### src/rtl/imem_fetch_arbiter_if.sv
// Requester-side bundle of the instruction-memory fetch arbiter: IF and DBG request/grant
// handshakes plus the shared read-return word.
interface imem_fetch_arbiter_if;
  logic        if_req;
  logic [31:0] if_addr;
  logic        if_gnt;
  logic        if_rvalid;
  logic        dbg_req;
  logic [31:0] dbg_addr;
  logic        dbg_gnt;
  logic        dbg_rvalid;
  logic [31:0] rdata;
  logic        rerr;

  // Requesters drive req/addr and observe grants and returned data.
  modport master (
    output if_req, if_addr, dbg_req, dbg_addr,
    input  if_gnt, if_rvalid, dbg_gnt, dbg_rvalid, rdata, rerr
  );

  // The arbiter consumes requests and produces grants and returned data.
  modport slave (
    input  if_req, if_addr, dbg_req, dbg_addr,
    output if_gnt, if_rvalid, dbg_gnt, dbg_rvalid, rdata, rerr
  );
endinterface

### src/rtl/imem_fetch_arbiter.sv
// Shares a byte-wide synchronous instruction-memory read port between instruction fetch (IF)
// and the debug/loader port (DBG). Each grant reads four consecutive bytes (wrapping at the
// top of memory) and returns them as one big-endian word; out-of-range requests return an
// error without touching memory.
module imem_fetch_arbiter #(
  parameter int unsigned MEM_BYTES = 1024,
  parameter int unsigned AW        = 10
) (
  input  logic                 clk_i,
  input  logic                 rst_ni,
  imem_fetch_arbiter_if.slave  bus,
  output logic                 busy_o,
  output logic                 mem_rd_en_o,
  output logic [AW-1:0]        mem_addr_o,
  input  logic [7:0]           mem_rdata_i
);

  typedef enum logic [2:0] {StIdle, StRd0, StRd1, StRd2, StRd3, StLast, StOor} state_e;

  state_e        state_q;
  logic          last_dbg_q;   // requester granted most recently (1 = DBG)
  logic          owner_dbg_q;  // requester owning the in-flight word (1 = DBG)
  logic [23:0]   asm_q;        // bytes 0..2 collected so far, byte 0 ends up in the top
  logic [31:0]   rdata_q;
  logic          rerr_q;
  logic          if_rvalid_q;
  logic          dbg_rvalid_q;
  logic          mem_rd_en_q;
  logic [AW-1:0] mem_addr_q;

  logic          idle;
  logic          pick_if;
  logic [31:0]   sel_addr;

  // Grants are only offered from IDLE and are suppressed while reset is held.
  assign idle     = (state_q == StIdle) && rst_ni;
  // IF wins when alone or when both ask and DBG was served last.
  assign pick_if  = bus.if_req && (!bus.dbg_req || last_dbg_q);
  assign sel_addr = pick_if ? bus.if_addr : bus.dbg_addr;

  assign bus.if_gnt     = idle && pick_if;
  assign bus.dbg_gnt    = idle && bus.dbg_req && !pick_if;
  assign bus.if_rvalid  = if_rvalid_q;
  assign bus.dbg_rvalid = dbg_rvalid_q;
  assign bus.rdata      = rdata_q;
  assign bus.rerr       = rerr_q;
  assign busy_o         = (state_q != StIdle);
  assign mem_rd_en_o    = mem_rd_en_q;
  assign mem_addr_o     = mem_addr_q;

  // Arbitration, byte sequencing and word return FSM with registered outputs.
  always_ff @(posedge clk_i or negedge rst_ni) begin
    if (!rst_ni) begin
      state_q      <= StIdle;
      last_dbg_q   <= 1'b1;
      owner_dbg_q  <= 1'b0;
      asm_q        <= '0;
      rdata_q      <= '0;
      rerr_q       <= 1'b0;
      if_rvalid_q  <= 1'b0;
      dbg_rvalid_q <= 1'b0;
      mem_rd_en_q  <= 1'b0;
      mem_addr_q   <= '0;
    end else begin
      if_rvalid_q  <= 1'b0;
      dbg_rvalid_q <= 1'b0;
      unique case (state_q)
        StIdle: begin
          if (bus.if_gnt || bus.dbg_gnt) begin
            owner_dbg_q <= !pick_if;
            last_dbg_q  <= !pick_if;
            if (sel_addr < 32'(MEM_BYTES)) begin
              state_q     <= StRd0;
              mem_rd_en_q <= 1'b1;
              mem_addr_q  <= sel_addr[AW-1:0];
            end else begin
              state_q <= StOor;
            end
          end
        end
        StRd0: begin
          mem_addr_q <= mem_addr_q + AW'(1);
          state_q    <= StRd1;
        end
        StRd1: begin
          asm_q      <= {asm_q[15:0], mem_rdata_i};
          mem_addr_q <= mem_addr_q + AW'(1);
          state_q    <= StRd2;
        end
        StRd2: begin
          asm_q      <= {asm_q[15:0], mem_rdata_i};
          mem_addr_q <= mem_addr_q + AW'(1);
          state_q    <= StRd3;
        end
        StRd3: begin
          asm_q       <= {asm_q[15:0], mem_rdata_i};
          mem_rd_en_q <= 1'b0;
          state_q     <= StLast;
        end
        StLast: begin
          rdata_q      <= {asm_q, mem_rdata_i};
          rerr_q       <= 1'b0;
          if_rvalid_q  <= !owner_dbg_q;
          dbg_rvalid_q <= owner_dbg_q;
          state_q      <= StIdle;
        end
        StOor: begin
          rdata_q      <= '0;
          rerr_q       <= 1'b1;
          if_rvalid_q  <= !owner_dbg_q;
          dbg_rvalid_q <= owner_dbg_q;
          state_q      <= StIdle;
        end
        default: begin
          mem_rd_en_q <= 1'b0;
          state_q     <= StIdle;
        end
      endcase
    end
  end

endmodule

### src/flat_wrapper.sv
// flat-port wrapper written by rule: the top's interface ports become plain ports
module imem_fetch_arbiter_flat 
#(
  parameter int unsigned MEM_BYTES = 1024,
  parameter int unsigned AW        = 10
)
  (clk_i, rst_ni, busy_o, mem_rd_en_o, mem_addr_o, mem_rdata_i, bus_if_req, bus_if_addr, bus_dbg_req, bus_dbg_addr, bus_if_gnt, bus_if_rvalid, bus_dbg_gnt, bus_dbg_rvalid, bus_rdata, bus_rerr);
  imem_fetch_arbiter_if bus_i ();
  input  logic clk_i;
  input  logic rst_ni;
  output logic busy_o;
  output logic mem_rd_en_o;
  output logic [AW-1:0] mem_addr_o;
  input  logic [7:0] mem_rdata_i;
  input wire logic [$bits(bus_i.if_req)-1:0] bus_if_req;
  input wire logic [$bits(bus_i.if_addr)-1:0] bus_if_addr;
  input wire logic [$bits(bus_i.dbg_req)-1:0] bus_dbg_req;
  input wire logic [$bits(bus_i.dbg_addr)-1:0] bus_dbg_addr;
  output wire logic [$bits(bus_i.if_gnt)-1:0] bus_if_gnt;
  output wire logic [$bits(bus_i.if_rvalid)-1:0] bus_if_rvalid;
  output wire logic [$bits(bus_i.dbg_gnt)-1:0] bus_dbg_gnt;
  output wire logic [$bits(bus_i.dbg_rvalid)-1:0] bus_dbg_rvalid;
  output wire logic [$bits(bus_i.rdata)-1:0] bus_rdata;
  output wire logic [$bits(bus_i.rerr)-1:0] bus_rerr;
  assign bus_i.if_req = bus_if_req;
  assign bus_i.if_addr = bus_if_addr;
  assign bus_i.dbg_req = bus_dbg_req;
  assign bus_i.dbg_addr = bus_dbg_addr;
  assign bus_if_gnt = bus_i.if_gnt;
  assign bus_if_rvalid = bus_i.if_rvalid;
  assign bus_dbg_gnt = bus_i.dbg_gnt;
  assign bus_dbg_rvalid = bus_i.dbg_rvalid;
  assign bus_rdata = bus_i.rdata;
  assign bus_rerr = bus_i.rerr;
  imem_fetch_arbiter #(.MEM_BYTES(MEM_BYTES), .AW(AW)) u_core (.clk_i(clk_i), .rst_ni(rst_ni), .bus(bus_i), .busy_o(busy_o), .mem_rd_en_o(mem_rd_en_o), .mem_addr_o(mem_addr_o), .mem_rdata_i(mem_rdata_i));
endmodule
### config.mk
export PLATFORM = sky130hd
export DESIGN_NAME = imem_fetch_arbiter_flat
export DESIGN_NICKNAME = d
export VERILOG_FILES = /design/src/rtl/imem_fetch_arbiter_if.sv /design/src/rtl/imem_fetch_arbiter.sv /design/src/flat_wrapper.sv
export SDC_FILE = /design/constraint.sdc
export NUM_CORES = 1
export LEC_CHECK = 0
export ABC_CLOCK_PERIOD_IN_PS = 3100
export BUFFER_PORTS_ARGS = -buffer_cell sky130_fd_sc_hd__buf_4
export CELL_PAD_IN_SITES_DETAIL_PLACEMENT = 1
export CELL_PAD_IN_SITES_GLOBAL_PLACEMENT = 1
export CORE_ASPECT_RATIO = 0.9
export CORE_MARGIN = 3
export CORE_UTILIZATION = 40
export CTS_CLUSTER_SIZE = 16
export DETAILED_ROUTE_END_ITERATION = 6
export MAX_ROUTING_LAYER = met4
export PLACE_DENSITY_LB_ADDON = 0.3
export SLEW_MARGIN = 25
export SYNTH_ARGS = -nofsm -noshare
export SYNTH_HDL_FRONTEND = slang
export SYNTH_SLANG_ARGS = --single-unit
### constraint.sdc
create_clock -name clk_i -period 3.1 [get_ports clk_i]
set_input_delay 0.465 -clock clk_i [delete_from_list [all_inputs] [get_ports clk_i]]
set_output_delay 0.465 -clock clk_i [all_outputs]
set_load 0.005 [all_outputs]
[Word-level counts from Yosys, hierarchy flattened]
Cells that the tools add are included.
Word-level totals
  flip-flop bits (word level): 75
  input port bits: 76
  output and inout bits: 49
  word-level logic and storage cells: 56
Operators by class
  add/subtract/negate cells: 1
  order comparisons: 1
  eq/ne operators: 8
  muxes and demuxes: 14
  bitwise logic cells: 1
  reduce and logical (&&, ||, !) cells: 21
Operator list (count)
  $pmux W32 S2: 1
  $lt A32 B11 Y1 const B: 1
  $mux W32: 1
  $mux W10: 2
  $pmux W10 S2: 1
  $pmux W3 S5: 1
  $add A10 B1 Y10 const B: 1
  $eq A3 B3 Y1 const B: 3
  $eq A3 B2 Y1 const B: 2
  $mux W3: 2
  $reduce_and A3 Y1: 2
  $reduce_or A3 Y1: 2
  $logic_and A1 B1 Y1: 5
  $reduce_or A5 Y1: 1
  $mux W1: 4
  $ne A2 B2 Y1 const B: 2
  $pmux W1 S2: 2
  $reduce_bool A2 Y1: 2
  $eq A3 B1 Y1 const B: 1
  $logic_not A1 Y1: 3
  $logic_not A3 Y1: 1
  $reduce_bool A3 Y1: 1
  $logic_or A1 B1 Y1: 2
  $reduce_and A2 Y1: 1
  other kinds (2): 2

[Depth between registers and ports, before layout]
  word-level depth: 8
  mapped depth: 7
  gate-level depth less buffers: 6

[Least setup slack after synthesis]
No wires, ideal clock.
  path type: input port to flip-flop
  start point: input port bus_dbg_addr[12]
  end point: register u_core.mem_addr_q[1] (netlist: u_core.mem_addr_o[1])
  library setup time: 125 ps
  data arrival time: 1901 ps
  data required time: 2975 ps
  slack: 1074 ps
  cell stages on the path: 5
  path buffers: 0
  cell sequence: or4_4 a2111oi_2 a32o_2 o21ai_4 mux2_4
On the way
  longest elaborated chain between the ends: 4
RTL lines
  from (decl): RTL line flat_wrapper.sv:18  | input wire logic [$bits(bus_i.dbg_addr)-1:0] bus_dbg_addr;
  $mux W32: RTL line imem_fetch_arbiter.sv:39  | assign sel_addr = pick_if ? bus.if_addr : bus.dbg_addr;
  $lt A32 B11 Y1: RTL line imem_fetch_arbiter.sv:72  | if (sel_addr < 32'(MEM_BYTES)) begin
  $ne A2 B2 Y1 (no line)
  $reduce_and A3 Y1 (no line)
  to (signal assigned): RTL line imem_fetch_arbiter.sv:75  | mem_addr_q <= sel_addr[AW-1:0];
  to (signal assigned): RTL line imem_fetch_arbiter.sv:82  | mem_addr_q <= mem_addr_q + AW'(1);
  to (signal assigned): RTL line imem_fetch_arbiter.sv:87  | mem_addr_q <= mem_addr_q + AW'(1);
  to (decl): RTL line imem_fetch_arbiter.sv:29  | logic [AW-1:0] mem_addr_q;
No other way between the ends.
A chain may end at the register's enable or synchronous reset.

[Final worst setup path]
  start point: register u_core.state_q[1]
  end point: output port bus_dbg_gnt
On the way
  longest elaborated chain between the ends: 4
RTL lines
  from (decl): RTL line imem_fetch_arbiter.sv:20  | state_e state_q;
  from (signal assigned): RTL line imem_fetch_arbiter.sv:54  | state_q <= StIdle;
  from (signal assigned): RTL line imem_fetch_arbiter.sv:73  | state_q <= StRd0;
  from (signal assigned): RTL line imem_fetch_arbiter.sv:77  | state_q <= StOor;
  $logic_not A3 Y1: RTL line imem_fetch_arbiter.sv:36  | assign idle = (state_q == StIdle) && rst_ni;
  $logic_and A1 B1 Y1: RTL line imem_fetch_arbiter.sv:36
  $logic_and A1 B1 Y1 (2 in series): RTL line imem_fetch_arbiter.sv:42  | assign bus.dbg_gnt = idle && bus.dbg_req && !pick_if;
  to (decl): RTL line flat_wrapper.sv:21  | output wire logic [$bits(bus_i.dbg_gnt)-1:0] bus_dbg_gnt;
No other way between the ends.

==> metrics list <==
- Max-cap violations: 0
- Subtracting the final worst setup slack from the clock period gives around 2600 ps.
- Reg clk slew, reported paths: around 80 ps
* Total congestion overflow after global routing: 0
* Instance count after placement with tap cells included: 474
- Of the synthesized area, sequential elements account for 56.94%.
- Category of the worst setup path launch point: register
* Syn nets: 345
* Number of hold violations in the final report: 0
* Count of distinct cell types in the synthesized netlist: 50
* Transition time at the pin with the least slew margin: between 900 and 1000 ps
- The library cell used most frequently in the layout, excluding fill and tap cells, is sky130_fd_sc_hd__buf_4.
* 1st-iter DRT viols: 52
- The first global-routing pass estimated roughly 15000 um of wire.
* Post-route clock period utilization: ~83%
- 0 antenna diodes ended up in the layout.
- Total Negative Setup Slacks: 0 ps
- Nets: 466
- Static Leakage: approximately 0.0022 uW
- In this run, synthesis produced a sequential element count of between 70 and 80.
- Critical path peak fanout: 11
* IO buf count: roughly 120
- From synthesis to final layout, the design area changed by 37.41%.
* Number of standard-cell rows in the floorplan: 30
* Number of flops mapped to enable cells by yosys: 0
- Fraction of synthesis flops using an asynchronous set or reset pin: between 90% and 100%
- A synthesized cell averages ~12 um^2.
* Max clock buf depth: 2
* Die width: 101.7 um
- Power spread over the standard cell area amounts to ~960 nW/um^2.
- Maximum operating frequency: just under 400 MHz
* Warning count from the yosys run: 0
- Buffers added to address setup during post-CTS repair amount to 0.
- WS Path Type: register to primary output
- sky130_fd_sc_hd__dfrtp_1 takes more of the synthesized area than any other cell.
- Setup violations remaining at the end of the flow were counted as 0.
* Num Clock Sinks: 75
- Worst EP arrival: 2100 ps
- PostCTS Resize Cnt: 0
- Counting the fill cells in the layout gives between 800 and 900.
- Full die area: between 9000 and 10000 um^2
* Share of post-route cells with drive strength above 1: approximately 46%
- Result of the run: finished clean
- Number of slew-limit violations in the final report: 0
- The mapped netlist covers between 3000 and 4000 um^2.
- The number of global-route vias before repair was about 2900.
- Using the TritonRoute via totals, the vias-per-cell ratio works out to about 5.5.
- Clock tree synthesis selected as its root buffer the cell sky130_fd_sc_hd__clkbuf_8.
- CP Capture Type: primary output
- Slowest stage cell, crit path: sky130_fd_sc_hd__dfrtp_1
* Top Ports: approximately 130
- In this run the number of H-tree levels came out at 3.
- For this run, the slowest stage of the critical path takes around 540 ps.
* Initial antenna violation count: 0
* DRT Pass-1 Iters: 4
- Height of the chip: around 90 um
- Cell Count, Final, Fillers Out: just under 500
- The routed layout has roughly 2700 vias.
* CP Data Required Time: 2630 ps
* Num CTS Buffers: 9
- Maximum resistive drop on vdd: about 0.44 mV
- For this block, the routed nets add up to approximately 9000 um of wire.
* Worst setup skew after layout: approximately 8.5 ps
- Total track usage: between 20% and 30%
- The min-delay analysis places its worst path in the category primary input to async pin.
- Headroom to the max-slew limit came out at between 30% and 40%.
- The critical path goes through or2_2, nor2_1, and3_1, and2_1, buf_4.
- Setup repair after global routing left no endpoint under its margin.
* Core Box Area: 7770 um^2
- Once detail routing completed, the nets flagged for antenna violations numbered 0.
* Cells after synthesis: 268
- For this design, the CTS-stage hold fixing added 0 buffers.
* Clock tree from TritonCTS: yes
* Leading cell types in the layout, fill and taps excluded: sky130_fd_sc_hd__buf_4 (127), sky130_fd_sc_hd__dfrtp_1 (74), sky130_fd_sc_hd__a22o_1 (32)
- Area share of the leading cell type in the synthesized netlist: a little under three fifths
- Entering global routing, the biggest net connects 55 pins.
- Worst skew pair latency: about 360 ps
- In the final routed layout, each cell accounts on average for around 19 um.
- For this run, the leading register cell type out of synthesis is sky130_fd_sc_hd__dfrtp_1.
* Storage cell area: 1878 um^2
* Hpwl dp: 6655 um
* DRC violation count after routing: 0
- Total area of multi-input combinational cells: between 1000 and 1500 um^2
* Initial cell density of the core: between 40% and 50%
* Ranking of synthesized cells by area: sky130_fd_sc_hd__dfrtp_1 (56%), sky130_fd_sc_hd__a22o_1 (8.5%), sky130_fd_sc_hd__mux2_2 (8.2%)
- Gp weighted congestion: between 0.8 and 0.9
-- sequential cells by signal, summed over array words and instances, names as in the netlist --
name / cells
u_core.mem_rd_en_o: 1
u_core.state_q: 3
u_core.mem_addr_o: 10
u_core.bus.rdata: 32
u_core.last_dbg_q: 1
u_core.bus.rerr: 1
u_core.bus.dbg_rvalid: 1
u_core.owner_dbg_q: 1
u_core.bus.if_rvalid: 1
u_core.asm_q: 24
-- layer usage --
layer  track usage [%]  vias to the layer above  wire length (um)
li1                  -                     1258                 -
met1             26.68                     1347              3946
met2             32.19                       90              4387
met3             5.551                       18               634
met4             5.980                        0               178
met5                 -                        -                 0
-- cell usage after synthesis (2+ instances only) --
| library cell | instances |
|---|---|
| sky130_fd_sc_hd__a32oi_1 | 2 |
| sky130_fd_sc_hd__or4_1 | 3 |
| sky130_fd_sc_hd__a22o_1 | 32 |
| sky130_fd_sc_hd__nand2_1 | 15 |
| sky130_fd_sc_hd__clkbuf_1 | 8 |
| sky130_fd_sc_hd__and3_1 | 5 |
| sky130_fd_sc_hd__and4_1 | 2 |
| sky130_fd_sc_hd__nor3_1 | 3 |
| sky130_fd_sc_hd__o21ai_0 | 8 |
| sky130_fd_sc_hd__nand2b_1 | 2 |
| sky130_fd_sc_hd__dfrtp_1 | 74 |
| sky130_fd_sc_hd__a21o_1 | 2 |
| sky130_fd_sc_hd__a31oi_1 | 2 |
| sky130_fd_sc_hd__a21oi_1 | 6 |
| sky130_fd_sc_hd__o22ai_1 | 3 |
| sky130_fd_sc_hd__mux2_2 | 24 |
| sky130_fd_sc_hd__nor4_1 | 7 |
| sky130_fd_sc_hd__nand3_1 | 4 |
| sky130_fd_sc_hd__a211oi_1 | 3 |
| sky130_fd_sc_hd__buf_2 | 8 |
| sky130_fd_sc_hd__nor2_1 | 11 |
| sky130_fd_sc_hd__o22a_1 | 6 |
| sky130_fd_sc_hd__inv_1 | 4 |
| sky130_fd_sc_hd__mux2i_1 | 8 |
-- report_power, final --
part	switching, uW	internal [uW]	total [uW]
Sequential	382	1410	1800
Clock	361	474	835
Combinational	731	991	1720
-- cell families (layout without fill, tap and decap cells) --
group	count (synthesis)	after routing	synth area share, %
flops	75	75	56.94
mux	33	33	11.08
buf+inv	21	147	2.921
fa+ha+maj	1	1	0.3793
xor+xnor	1	1	0.2656
simple gates	61	61	9.940
compound gates	76	76	18.48
-- through the flow --
stage                     worst slack (ps)  total power (uW)  util, %  cell area (um^2)  hold WS [ps]
after floorplan                       1074              2767        -              3298         169.4
after global placement               859.4              3446    55.41              4305         386.3
after detailed placement             789.8              3537    55.41              4305         389.4
after CTS                            517.9              4403    58.33              4532        0.7827
after global routing                 383.9              4664    58.33              4532         14.72
final                                530.5              4353    58.33              4532         5.994
-- area by class of cell --
cell class / count / area share (%)
clock inverter: 6 / 1.960
clock buffer: 10 / 3.037
inverter: 4 / 0.3313
multi-input combinational: 172 / 29.54
tap: 96 / 2.650
sequential: 75 / 41.44
timing repair buffer: 127 / 21.04
-- final timing paths --
path / from / to / slack, ps / depth (start not counted)
max: u_core.state_q[1] / bus_dbg_gnt / 530 / 5
min: rst_ni / u_core.mem_addr_o[8] / 6 / 1
max reg2reg: u_core.state_q[2] / u_core.mem_addr_o[9] / 1000 / 5
min reg2reg: u_core.asm_q[23] / u_core.bus.rdata[31] / 490 / 1
max in group asynchronous: rst_ni / u_core.bus.rerr / 2110 / 2
min in group clk_i: mem_rdata_i[1] / u_core.bus.rdata[1] / 340 / 2
-- worst max-delay path: cells and delay by family (launching register included) --
family | cells | cell delay (ps)
DFF | 1 | 540
buffers and inverters | 1 | 100
and+or+nand+nor | 4 | 1110
Power figures use the tool's default switching activity.
